## src/rtl/muldiv_pkg.sv

```systemverilog
// -----------------------------------------------------------------------------
// muldiv_pkg
// Shared definitions for the iterative multiply/divide unit:
//   - operation encodings driven on the `op` bus
//   - controller state enum
//   - iteration counter width helper and default-width constants
//   - small decode helpers for the op field
// Configuration macro used by the unit: MULDIV_DIVIDE_EN (see muldiv_unit.sv).
// -----------------------------------------------------------------------------
package muldiv_pkg;

    localparam int MD_WIDTH = 32;

    // Counter must hold the value WIDTH, hence WIDTH+1 codes.
    function automatic int md_cnt_w(input int width);
        return $clog2(width + 1);
    endfunction

    localparam int MD_CNT_W = md_cnt_w(MD_WIDTH);

    typedef enum logic [1:0] {
        MD_MULT  = 2'b00,
        MD_MULTU = 2'b01,
        MD_DIV   = 2'b10,
        MD_DIVU  = 2'b11
    } md_op_e;

    typedef enum logic [1:0] {
        IDLE  = 2'b00,
        RUN   = 2'b01,
        FIXUP = 2'b10
    } md_state_e;

    // Bit 0 clear selects the signed variant (mult, div).
    function automatic logic md_is_signed(input logic [1:0] op);
        return ~op[0];
    endfunction

    // Bit 1 set selects a divide.
    function automatic logic md_is_div(input logic [1:0] op);
        return op[1];
    endfunction

endpackage

```

## src/rtl/muldiv_step.sv

```systemverilog
// -----------------------------------------------------------------------------
// muldiv_step
// One combinational radix-2 iteration of the multiply/divide datapath, built
// around a single WIDTH+1-bit adder with carry-in/carry-out.
//   Multiply (shift-add): if the multiplier LSB is set, add the multiplicand
//     into the upper half, then shift {carry, upper, lower} right by one.
//   Divide (restoring): shift {remainder, quotient} left by one and trial
//     subtract the divisor; keep the difference and shift in a 1 when no
//     borrow occurs, otherwise keep the shifted remainder and shift in a 0.
// Ports:
//   i_div      1      select divide iteration (0 = multiply)
//   i_hi       WIDTH  accumulator upper half / partial remainder
//   i_lo       WIDTH  multiplier (shifting out) / dividend-quotient
//   i_operand  WIDTH  multiplicand or divisor magnitude
//   o_hi       WIDTH  next upper half
//   o_lo       WIDTH  next lower half
// -----------------------------------------------------------------------------
module muldiv_step #(
    parameter int WIDTH = 32
) (
    input  logic             i_div,
    input  logic [WIDTH-1:0] i_hi,
    input  logic [WIDTH-1:0] i_lo,
    input  logic [WIDTH-1:0] i_operand,
    output logic [WIDTH-1:0] o_hi,
    output logic [WIDTH-1:0] o_lo
);

    logic [WIDTH:0] w_add_a;
    logic [WIDTH:0] w_add_b;
    logic [WIDTH:0] w_sum;
    logic           w_cin;
    logic           w_cout;

    // Shared WIDTH+1-bit adder with carry.
    assign {w_cout, w_sum} = {1'b0, w_add_a} + {1'b0, w_add_b}
                           + {{(WIDTH+1){1'b0}}, w_cin};

    // Adder operand selection.
    always_comb begin
        if (i_div) begin
            // Shifted partial remainder minus divisor, as a + ~b + 1.
            w_add_a = {i_hi, i_lo[WIDTH-1]};
            w_add_b = ~{1'b0, i_operand};
            w_cin   = 1'b1;
        end else begin
            w_add_a = {1'b0, i_hi};
            w_add_b = i_lo[0] ? {1'b0, i_operand} : '0;
            w_cin   = 1'b0;
        end
    end

    // Result formation. For divide, carry-out set means no borrow.
    always_comb begin
        if (i_div) begin
            o_hi = w_cout ? w_sum[WIDTH-1:0] : w_add_a[WIDTH-1:0];
            o_lo = {i_lo[WIDTH-2:0], w_cout};
        end else begin
            o_hi = w_sum[WIDTH:1];
            o_lo = {w_sum[0], i_lo[WIDTH-1:1]};
        end
    end

endmodule

```

## src/rtl/muldiv_unit.sv

```systemverilog
// -----------------------------------------------------------------------------
// muldiv_unit
// Iterative WIDTH-bit multiply/divide unit beside the execute stage. Owns the
// architectural HI/LO registers. An accepted operation runs WIDTH iterations
// then one sign-fixup cycle that writes HI/LO and pulses done (33 cycles for
// WIDTH=32). busy is high whenever the controller is not IDLE.
// Configuration:
//   MULDIV_DIVIDE_EN defined   -> mult, multu, div, divu
//   MULDIV_DIVIDE_EN undefined -> divide omitted; div/divu starts are ignored
// Ports:
//   ph1    in   1      rising-edge clock
//   reset  in   1      asynchronous active-high reset
//   start  in   1      begin operation `op` on srca/srcb (IDLE only)
//   op     in   2      00 mult, 01 multu, 10 div, 11 divu
//   srca   in   WIDTH  multiplicand / dividend / mthi-mtlo data
//   srcb   in   WIDTH  multiplier / divisor
//   mthi   in   1      write srca into HI (IDLE, no start)
//   mtlo   in   1      write srca into LO (IDLE, no start)
//   flush  in   1      abort in-flight op; blocks start in IDLE
//   busy   out  1      operation in progress
//   done   out  1      one-cycle pulse when HI/LO take a result
//   hi     out  WIDTH  HI register
//   lo     out  WIDTH  LO register
// -----------------------------------------------------------------------------
module muldiv_unit
    import muldiv_pkg::*;
#(
    parameter int WIDTH = MD_WIDTH
) (
    input  logic             ph1,
    input  logic             reset,
    input  logic             start,
    input  logic [1:0]       op,
    input  logic [WIDTH-1:0] srca,
    input  logic [WIDTH-1:0] srcb,
    input  logic             mthi,
    input  logic             mtlo,
    input  logic             flush,
    output logic             busy,
    output logic             done,
    output logic [WIDTH-1:0] hi,
    output logic [WIDTH-1:0] lo
);

    localparam int CNT_W = md_cnt_w(WIDTH);

`ifdef MULDIV_DIVIDE_EN
    localparam bit DIV_EN = 1'b1;
`else
    localparam bit DIV_EN = 1'b0;
`endif

    // Two's-complement negation: invert and increment.
    function automatic logic [2*WIDTH-1:0] neg_dw(input logic [2*WIDTH-1:0] x);
        return ~x + {{(2*WIDTH-1){1'b0}}, 1'b1};
    endfunction

    function automatic logic [WIDTH-1:0] neg_w(input logic [WIDTH-1:0] x);
        logic [2*WIDTH-1:0] t;
        t = neg_dw({{WIDTH{1'b0}}, x});
        return t[WIDTH-1:0];
    endfunction

    md_state_e        r_state;
    logic [CNT_W-1:0] r_cnt;
    logic [WIDTH-1:0] r_hi;
    logic [WIDTH-1:0] r_lo;
    logic             r_done;
    logic [WIDTH-1:0] r_acc_hi;     // product upper half / partial remainder
    logic [WIDTH-1:0] r_acc_lo;     // multiplier-product low / quotient
    logic [WIDTH-1:0] r_operand;    // multiplicand or divisor magnitude
    logic             r_is_div;
    logic             r_neg_q;      // negate product / quotient
    logic             r_neg_r;      // negate remainder (dividend negative)
    logic             r_div_zero;

    logic             w_is_div;
    logic             w_accept;
    logic             w_a_neg;
    logic             w_b_neg;
    logic [WIDTH-1:0] w_a_mag;
    logic [WIDTH-1:0] w_b_mag;
    logic [WIDTH-1:0] w_step_hi;
    logic [WIDTH-1:0] w_step_lo;
    logic [2*WIDTH-1:0] w_prod;
    logic [WIDTH-1:0] w_res_hi;
    logic [WIDTH-1:0] w_res_lo;

    // Without the divide build, w_is_div is constant 0 and the divide
    // datapath below folds away.
    assign w_is_div = DIV_EN & md_is_div(op);
    assign w_accept = start & ~flush & (DIV_EN | ~md_is_div(op));

    assign w_a_neg = md_is_signed(op) & srca[WIDTH-1];
    assign w_b_neg = md_is_signed(op) & srcb[WIDTH-1];
    assign w_a_mag = w_a_neg ? neg_w(srca) : srca;
    assign w_b_mag = w_b_neg ? neg_w(srcb) : srcb;

    muldiv_step #(.WIDTH(WIDTH)) u_step (
        .i_div     (r_is_div),
        .i_hi      (r_acc_hi),
        .i_lo      (r_acc_lo),
        .i_operand (r_operand),
        .o_hi      (w_step_hi),
        .o_lo      (w_step_lo)
    );

    // Sign correction applied in FIXUP.
    // NOTE: every signal written here gets a default first so no latch is inferred.
    always_comb begin
        w_prod   = {r_acc_hi, r_acc_lo};
        w_res_hi = r_acc_hi;
        w_res_lo = r_acc_lo;
        if (r_is_div) begin
            // Divide by zero: quotient all ones; the remainder path already
            // reproduces the raw dividend once its sign is restored.
            w_res_lo = r_div_zero ? '1 : (r_neg_q ? neg_w(r_acc_lo) : r_acc_lo);
            w_res_hi = r_neg_r ? neg_w(r_acc_hi) : r_acc_hi;
        end else begin
            if (r_neg_q) begin
                w_prod = neg_dw({r_acc_hi, r_acc_lo});
            end
            w_res_hi = w_prod[2*WIDTH-1:WIDTH];
            w_res_lo = w_prod[WIDTH-1:0];
        end
    end

    // NOTE: sequential state uses non-blocking assignments only, so every
    // register sees the pre-edge value of every other register.
    always_ff @(posedge ph1 or posedge reset) begin
        if (reset) begin
            r_state    <= IDLE;
            r_cnt      <= '0;
            r_hi       <= '0;
            r_lo       <= '0;
            r_done     <= 1'b0;
            r_acc_hi   <= '0;
            r_acc_lo   <= '0;
            r_operand  <= '0;
            r_is_div   <= 1'b0;
            r_neg_q    <= 1'b0;
            r_neg_r    <= 1'b0;
            r_div_zero <= 1'b0;
        end else begin
            r_done <= 1'b0;
            case (r_state)
                IDLE: begin
                    if (w_accept) begin
                        r_state    <= RUN;
                        r_cnt      <= '0;
                        r_is_div   <= w_is_div;
                        r_neg_q    <= w_a_neg ^ w_b_neg;
                        r_neg_r    <= w_a_neg;
                        r_div_zero <= (srcb == '0);
                        r_acc_hi   <= '0;
                        if (w_is_div) begin
                            r_acc_lo  <= w_a_mag;
                            r_operand <= w_b_mag;
                        end else begin
                            r_acc_lo  <= w_b_mag;
                            r_operand <= w_a_mag;
                        end
                    end else if (!start) begin
                        // Any start, even one that is ignored, suppresses moves.
                        if (mthi) r_hi <= srca;
                        if (mtlo) r_lo <= srca;
                    end
                end
                RUN: begin
                    if (flush) begin
                        r_state <= IDLE;
                    end else begin
                        r_acc_hi <= w_step_hi;
                        r_acc_lo <= w_step_lo;
                        r_cnt    <= r_cnt + 1'b1;
                        if (r_cnt == CNT_W'(WIDTH - 1)) begin
                            r_state <= FIXUP;
                        end
                    end
                end
                FIXUP: begin
                    r_state <= IDLE;
                    if (!flush) begin
                        r_hi   <= w_res_hi;
                        r_lo   <= w_res_lo;
                        r_done <= 1'b1;
                    end
                end
                default: r_state <= IDLE;
            endcase
        end
    end

    assign busy = (r_state != IDLE);
    assign done = r_done;
    assign hi   = r_hi;
    assign lo   = r_lo;

endmodule

```

## config.mk

```make
export PLATFORM = sky130hd
export DESIGN_NAME = muldiv_unit
export DESIGN_NICKNAME = d
export VERILOG_FILES = /design/src/rtl/muldiv_pkg.sv /design/src/rtl/muldiv_step.sv /design/src/rtl/muldiv_unit.sv
export SDC_FILE = /design/constraint.sdc
export NUM_CORES = 1
export LEC_CHECK = 0
export ABC_CLOCK_PERIOD_IN_PS = 8700
export CORE_ASPECT_RATIO = 0.6
export CORE_MARGIN = 5
export CORE_UTILIZATION = 31
export DETAILED_ROUTE_END_ITERATION = 6
export GPL_TIMING_DRIVEN = 0
export PLACE_DENSITY = 0.6
export SLEW_MARGIN = 20
export SYNTH_ARGS = -nofsm -noshare
export SYNTH_HDL_FRONTEND = slang
export SYNTH_SLANG_ARGS = --single-unit
export TNS_END_PERCENT = 10
```

## constraint.sdc

```tcl
create_clock -name ph1 -period 8.7 [get_ports ph1]
set_clock_uncertainty 0.05 [all_clocks]
set_input_delay 1.74 -clock ph1 [delete_from_list [all_inputs] [get_ports ph1]]
set_output_delay 1.74 -clock ph1 [all_outputs]
set_load 0.01 [all_outputs]
```

==> results.json, run 1 <==
{
  "antenna_cells": 0,
  "die_height_um": 157.1,
  "dpl.hpwl_um": 33640,
  "slowest_stage": "a2111oi_0",
  "root_buffer": "clkbuf_16",
  "whs_ps": 423.1,
  "worstMarginPinSlew_ps": 1132,
  "drtIter0Drc": 1365,
  "crit_fanout": 10,
  "finalCritPeriodShare_pct": 59.13,
  "area_delta_synth_final_pct": 23.04,
  "num_vias": 10971,
  "route.detailed.drc": 0,
  "layout_common_cells": "dfrtp_1, nand2_1, o21ai_0",
  "ys_types": 61,
  "cpPeakStageDelay_ps": 900,
  "critPathRequiredTime_ps": 9020,
  "antenna_left": 0,
  "synth-main-ff-cell": "dfrtp_1",
  "gp_congestion": 0.9599,
  "antenna_found_initial": 0,
  "drt-total-wl_um": 43180,
  "core-area_um2": 35280,
  "numCtsBuffers": 17,
  "vias_per_cell": 5.679,
  "yosysWarnings": 0,
  "synth_top_area_share_pct": 38.06,
  "p_total_mw": 3.037,
  "post_cts_buffers": 0,
  "avgSynthCellArea_um2": 8.618,
  "status": "finished, final reports clean",
  "wl_per_cell_um": 22.35,
  "path_delay_family": "compound AO/OA/AOI/OAI gates",
  "synth.cell_area_um2": 11180,
  "end_kind": "flip-flop",
  "fin_cells": 1932,
  "place_inst": 1902,
  "synth_edf_count": 0,
  "async_reset_ff_share_pct": 100.0,
  "dr.pass1.iters": 6,
  "path_class": "flip-flop to flip-flop",
  "synth_top_cell_by_area": "dfrtp_1",
  "hold_end": "r_operand[10]",
  "grt_usage_pct": 21.28,
  "max_freq_mhz": 194.4,
  "final_nets": 1563,
  "finalSetupTns_ps": 0,
  "fp.dieW_um": 255.1,
  "pwr_density_cell_nw_per_um2": 220.8,
  "p_leak_nw": 5.722,
  "rr_worst_depth": 14,
  "ys_ff_latch": 170,
  "synthTopCellsByArea": "dfrtp_1, o21ai_0, xor2_1, xnor2_1, nand2_1",
  "rsz0062_at_grt": "no",
  "initial_core_util_pct": 31.68,
  "postCtsHoldBufs": 0,
  "drive_above_1_share_pct": 3.072,
  "hold_viol": 0,
  "startpoint_type": "flip-flop",
  "arrival_ps": 5460,
  "cts_resized": 0,
  "clk_latency_ps": 450,
  "ir_drop_mv": 0.1465,
  "grt_max_degree": 88,
  "mostFrequentLayoutCell": "dfrtp_1",
  "reg2reg_slack_ps": 3560,
  "grt_pass1_wl_um": 64520,
  "io_pins": 138,
  "hold_depth": 2,
  "hold_start": "r_operand[10]",
  "clkSinkCount": 170,
  "clockBufferDepth": 2,
  "cts_tree": "built",
  "h-tree-depth": 4,
  "std_cell_rows": 53,
  "io_buffers": 137,
  "hold_class": "flip-flop to flip-flop",
  "crit_buf_inv": 3,
  "grt_pass1_vias": 10183,
  "maxSlewHeadroom_pct": 24.23,
  "grt_overflow": 0,
  "r2r_end": "r_acc_hi[31]",
  "die_area_um2": 40080,
  "path_common_cell": "clkbuf_1",
  "crit_path_cell_trace": "clkbuf_1, clkbuf_1, and2_1, ha_1, inv_1, fa_1, nor2b_1, o2111ai_1, a2111oi_0, o31ai_1, a21oi_1, a41oi_1, o211ai_1, a21boi_0",
  "cap_violations": 0,
  "timing.rr.start": "r_acc_lo[0]",
  "clk_pin_slew_ps": 70,
  "ys_seq_area_share_pct": 38.06,
  "netlist_instances": 1297,
  "synth_nets": 1406,
  "fin_crit_ps": 5144,
  "setup_viol": 0,
  "maxSlewViolCount": 0
}
## worst min-delay path, delay by kind of cell (launching register included)
| kind | cells | cell delay [ps] |
|---|---|---|
| compound gates | 1 | 60 |
| flops | 1 | 340 |
| simple gates | 1 | 40 |
## flip-flops by register name, summed over array words and instances, names as in the netlist
signal / flops
done: 1
hi: 32
lo: 32
r_acc_hi: 32
r_acc_lo: 32
r_cnt: 6
r_neg_q: 1
r_operand: 32
r_state: 2
## final cells by class
cell class,instances,area [um^2]
buffer,78,294.0
clock buffer,22,464.2
clock inverter,8,120.1
fill,3610,21530
inverter,22,90.09
multi-input combinational,1027,6546
sequential,170,4254
tap,467,584.3
timing repair buffer,138,1399
## cells in the mapped netlist (4+ instances only)
cell,n
dfrtp_1,170
nand2_1,153
o21ai_0,153
nor2_1,98
xor2_1,77
xnor2_1,74
clkbuf_1,73
a21oi_1,56
o31ai_1,41
and2_1,36
ha_1,36
a21o_1,32
a22oi_1,30
inv_1,22
nand3_1,22
o221ai_1,17
a211oi_1,16
nor3_1,15
nor4_1,15
o41ai_1,14
or4_1,13
a221oi_1,12
and3_1,11
nand2b_1,11
or3_1,11
nor2b_1,9
a21boi_0,7
nand4_1,6
a31oi_1,5
o21bai_1,5
or2_2,5
buf_1,4
mux2i_1,4
nand3b_1,4
o211ai_1,4
## through the flow
stage,util [%],worst slack (ps),cell area [um^2]
2_1_floorplan,-,2307,11180
3_3_place_gp,37.23,-365.0,13130
3_5_place_dp,37.32,3650,13170
4_1_cts,38.98,3634,13750
5_1_grt,38.98,3209,13750
6_report,38.98,3556,13750
## how the worst max path moves through the flow
stage                      from      endpoint  depth (start not counted)
floorplan                 reset          done                          1
global placement          reset        hi[11]                          2
CTS                 r_acc_lo[0]  r_acc_hi[31]                         14
detailed placement  r_acc_lo[0]  r_acc_hi[31]                         14
finish              r_acc_lo[0]  r_acc_hi[31]                         14
global route        r_acc_lo[0]  r_acc_hi[31]                         14
## kinds of logic (layout without fill, tap and decap cells)
| logic type | after synthesis | count (layout) | synth area share [%] |
|---|---|---|---|
| adders and majority gates | 37 | 37 | 4.209 |
| muxes | 4 | 4 | 0.3582 |
| and+or+nand+nor | 424 | 424 | 18.40 |
| buffers and inverters | 100 | 268 | 3.369 |
| xor gates and xnor gates | 151 | 151 | 11.83 |
| DFF | 170 | 170 | 38.06 |
| AOI/OAI and AO/OA | 411 | 411 | 23.77 |
## metal layers
layer	track usage, %	wire [um]
met5	0	0
met4	4.142	457
met3	6.457	4584
met2	27.96	16730
met1	33.84	21410
## where the power goes
part / leakage, nW / internal, mW / switching (mW)
sequential: 2.16 / 0.955 / 0.204
combinational: 3.29 / 0.466 / 0.613
clock: 0.282 / 0.463 / 0.337
total: 5.72 / 1.88 / 1.15
Power figures use the tool's default switching activity.
==> run 2, diff against run 1 <==
--- a/config.mk
+++ b/config.mk
@@ -5,7 +5,7 @@
 export SDC_FILE = /design/constraint.sdc
 export NUM_CORES = 1
 export LEC_CHECK = 0
-export ABC_CLOCK_PERIOD_IN_PS = 8700
+export ABC_CLOCK_PERIOD_IN_PS = 5000
 export CORE_ASPECT_RATIO = 0.6
 export CORE_MARGIN = 5
 export CORE_UTILIZATION = 31
==> constraint.sdc (replaced) <==
create_clock -name ph1 -period 5 [get_ports ph1]
set_clock_uncertainty 0.05 [all_clocks]
set_input_delay 1 -clock ph1 [delete_from_list [all_inputs] [get_ports ph1]]
set_output_delay 1 -clock ph1 [all_outputs]
set_load 0.01 [all_outputs]
==> run 2 against run 1 <==
Clock-buffer cell count did not move; power up 71%; critical path depth did not move; global-route usage increased by 0.17 points; die area stayed put; combinational power rose by 74%; routed wire length about the same; cell count increased by 0.26%; fmax is 15% higher; largest power group unchanged; clock power grew 63%; critical path type unchanged.
==> results.json, run 2 (synthesized netlist as in run 1, its figures left out) <==
{
  "grt_pass1_wl_um": 65160,
  "rr_worst_depth": 14,
  "dr.pass1.iters": 5,
  "reg2reg_slack_ps": 530,
  "h-tree-depth": 4,
  "clkSinkCount": 170,
  "final_nets": 1567,
  "dpl.hpwl_um": 34430,
  "fin_crit_ps": 4467,
  "intPower_mw": 3.194,
  "drive_above_1_share_pct": 3.472,
  "cap_violations": 0,
  "antenna_found_initial": 0,
  "path_class": "flip-flop to flip-flop",
  "path_depth": 14,
  "hold_viol": 0,
  "initial_core_util_pct": 31.68,
  "route.detailed.drc": 0,
  "cpPeakStageDelay_ps": 670,
  "layout_common_cells": "dfrtp_1, nand2_1, o21ai_0",
  "critPathRequiredTime_ps": 5310,
  "timing.rr.start": "r_acc_lo[0]",
  "wl_per_cell_um": 22.31,
  "area_delta_synth_final_pct": 23.35,
  "drt-total-wl_um": 43220,
  "slowest_stage": "a2111oi_1",
  "num_vias": 10853,
  "pwr-share-comb_pct": 36.2,
  "fin_util_pct": 39.08,
  "p_clk_share_pct": 25.0,
  "gp_congestion": 0.9371,
  "seqPwrFrac_pct": 38.8,
  "crit_fanout": 10,
  "hold_class": "flip-flop to flip-flop",
  "pwr_density_cell_nw_per_um2": 377.6,
  "grt_pass1_vias": 10264,
  "maxSlewViolCount": 0,
  "crit_buf_inv": 3,
  "maxSlewHeadroom_pct": 24.45,
  "end_kind": "flip-flop",
  "die_area_um2": 40080,
  "grt_usage_pct": 21.45,
  "io_pins": 138,
  "crit_path_cell_trace": "clkbuf_1, clkbuf_2, and2_1, ha_1, inv_1, fa_1, nor2b_1, o2111ai_1, a2111oi_1, o31ai_1, a21oi_1, a41oi_1, o211ai_1, a21boi_0",
  "dpl_worst_slack_ps": 211.6,
  "grt_max_degree": 32,
  "postCtsHoldBufs": 0,
  "setup_slack_ps": 532.5,
  "finalSetupTns_ps": 0,
  "p_sw_mw": 2.012,
  "clk_pin_slew_ps": 70,
  "io_buffers": 137,
  "power.share.switching_pct": 38.65,
  "crit_path_start": "r_acc_lo[0]",
  "path_delay_family": "compound AO/OA/AOI/OAI gates",
  "r2r_end": "r_acc_hi[31]",
  "clk_latency_ps": 460,
  "multiInputGateArea_um2": 6548,
  "vias_per_cell": 5.603,
  "max_freq_mhz": 223.8,
  "crit_path_end": "r_acc_hi[31]",
  "startpoint_type": "flip-flop",
  "ir_drop_mv": 0.2551,
  "clockBufferDepth": 2,
  "drtIter0Drc": 1278,
  "arrival_ps": 4780,
  "core-area_um2": 35280,
  "antenna_left": 0,
  "mostFrequentLayoutCell": "dfrtp_1",
  "worstMarginPinSlew_ps": 1129,
  "status": "finished, final reports clean",
  "regArea_um2": 4254,
  "numCtsBuffers": 17,
  "grt_overflow": 0,
  "fp.dieW_um": 255.1,
  "rsz0062_at_grt": "no",
  "setup_viol": 0,
  "std_cell_rows": 53,
  "root_buffer": "clkbuf_16",
  "finalCritPeriodShare_pct": 89.35,
  "p_leak_nw": 5.744,
  "cts_tree": "built",
  "die_height_um": 157.1,
  "fill_cells": 3617
}
[run 2: cell types whose count changed in the layout (fill, tap and decap cells not counted), sizes merged]
cell    previous run  this run
buf                6        10
bufinv             3         1
clkinv             3         6
diode              0         1
inv               22        21
[run 2: metrics by stage]
step / cells / area, um^2 / total power, mW / hold slack [ps]
3_5_place_dp: 1906 / 13240 / 3.874 / 411.8
3_3_place_gp: 1901 / 13140 / 3.845 / 405.0
5_1_grt: 1936 / 13780 / 5.500 / 443.9
6_report: 1937 / 13790 / 5.206 / 430.2
2_1_floorplan: 1297 / 11180 / 3.103 / 391.8
4_1_cts: 1936 / 13780 / 5.186 / 426.2
[run 2: routing by layer]
| metal | GRT usage, % | vias up | share of wire (%) |
|---|---|---|---|
| met2 | 28.13 | 486 | 38 |
| met4 | 3.787 | 0 | 1.1 |
| met5 | 0 | - | 0 |
| met1 | 33.51 | 5335 | 50 |
| li1 | - | 5001 | - |
| met3 | 7.762 | 31 | 11 |
[run 2: repair_timing]
item / CTS / global route
endpoints found under the hold margin: 0 / 0
endpoints found under the setup margin: 0 / 3
buffers inserted: 0 / 0
gates resized for setup: 0 / 3
[run 2: how the worst min path moves through the flow]
stage / start / to / slack (ps) / cells after the start
after global routing: r_operand[0] / r_operand[0] / 440 / 2
after global placement: r_operand[6] / r_operand[6] / 400 / 2
final: r_operand[1] / r_operand[1] / 430 / 2
after detailed placement: r_operand[5] / r_operand[5] / 410 / 2
after floorplan: r_operand[0] / r_operand[0] / 390 / 2
after CTS: r_operand[5] / r_operand[5] / 430 / 2
[run 2: area by class of cell]
cell class              instances  share of cell area (%)
inverters                      22                  0.6262
clock buffers                  22                   3.440
diodes                          1                 0.01815
plain buffers                  78                   2.142
multi-input cells            1027                   47.49
well taps                     467                   4.238
repair buffers                142                   10.67
flip-flops and latches        170                   30.86
clock inverters                 8                  0.5173
[run 2: worst reg2reg max path, stage by stage, from the launching register on]
cell and delay, ps:
dfrtp_1 330, clkbuf_1 390, clkbuf_2 400, and2_1 190, ha_1 180, inv_1 60
fa_1 400, nor2b_1 160, o2111ai_1 160, a2111oi_1 670, o31ai_1 290, a21oi_1 410
a41oi_1 260, o211ai_1 220, a21boi_0 210
[run 2: power groups by stage]
stage                     Sequential [mW]  Combinational (mW)  Clock [mW]
final                                2.02                1.88        1.30
after global routing                 2.05                2.07        1.38
after CTS                            2.01                1.85        1.32
after detailed placement             2.03                1.84           0
after global placement               2.03                1.82           0
after floorplan                      1.95                1.16           0
==> run 3, diff against run 2 <==
--- a/config.mk
+++ b/config.mk
@@ -5,7 +5,7 @@
 export SDC_FILE = /design/constraint.sdc
 export NUM_CORES = 1
 export LEC_CHECK = 0
-export ABC_CLOCK_PERIOD_IN_PS = 5000
+export ABC_CLOCK_PERIOD_IN_PS = 4880
 export CORE_ASPECT_RATIO = 0.6
 export CORE_MARGIN = 5
 export CORE_UTILIZATION = 31
==> constraint.sdc (replaced) <==
create_clock -name ph1 -period 4.88 [get_ports ph1]
set_clock_uncertainty 0.05 [all_clocks]
set_input_delay 0.976 -clock ph1 [delete_from_list [all_inputs] [get_ports ph1]]
set_output_delay 0.976 -clock ph1 [all_outputs]
set_load 0.01 [all_outputs]
==> results of run 3 <==
The final DEF is identical to that of run 2. Status: finished, final reports clean.
Among the figures that moved: setup slack after placement 211.6 ps -> 91.62 ps; setup slack after layout 532.5 ps -> 412.5 ps; register-to-register setup slack 530 ps -> 410 ps; total power 5.206 mW -> 5.334 mW; worst IR drop on VDD 0.2551 mV -> 0.2614 mV
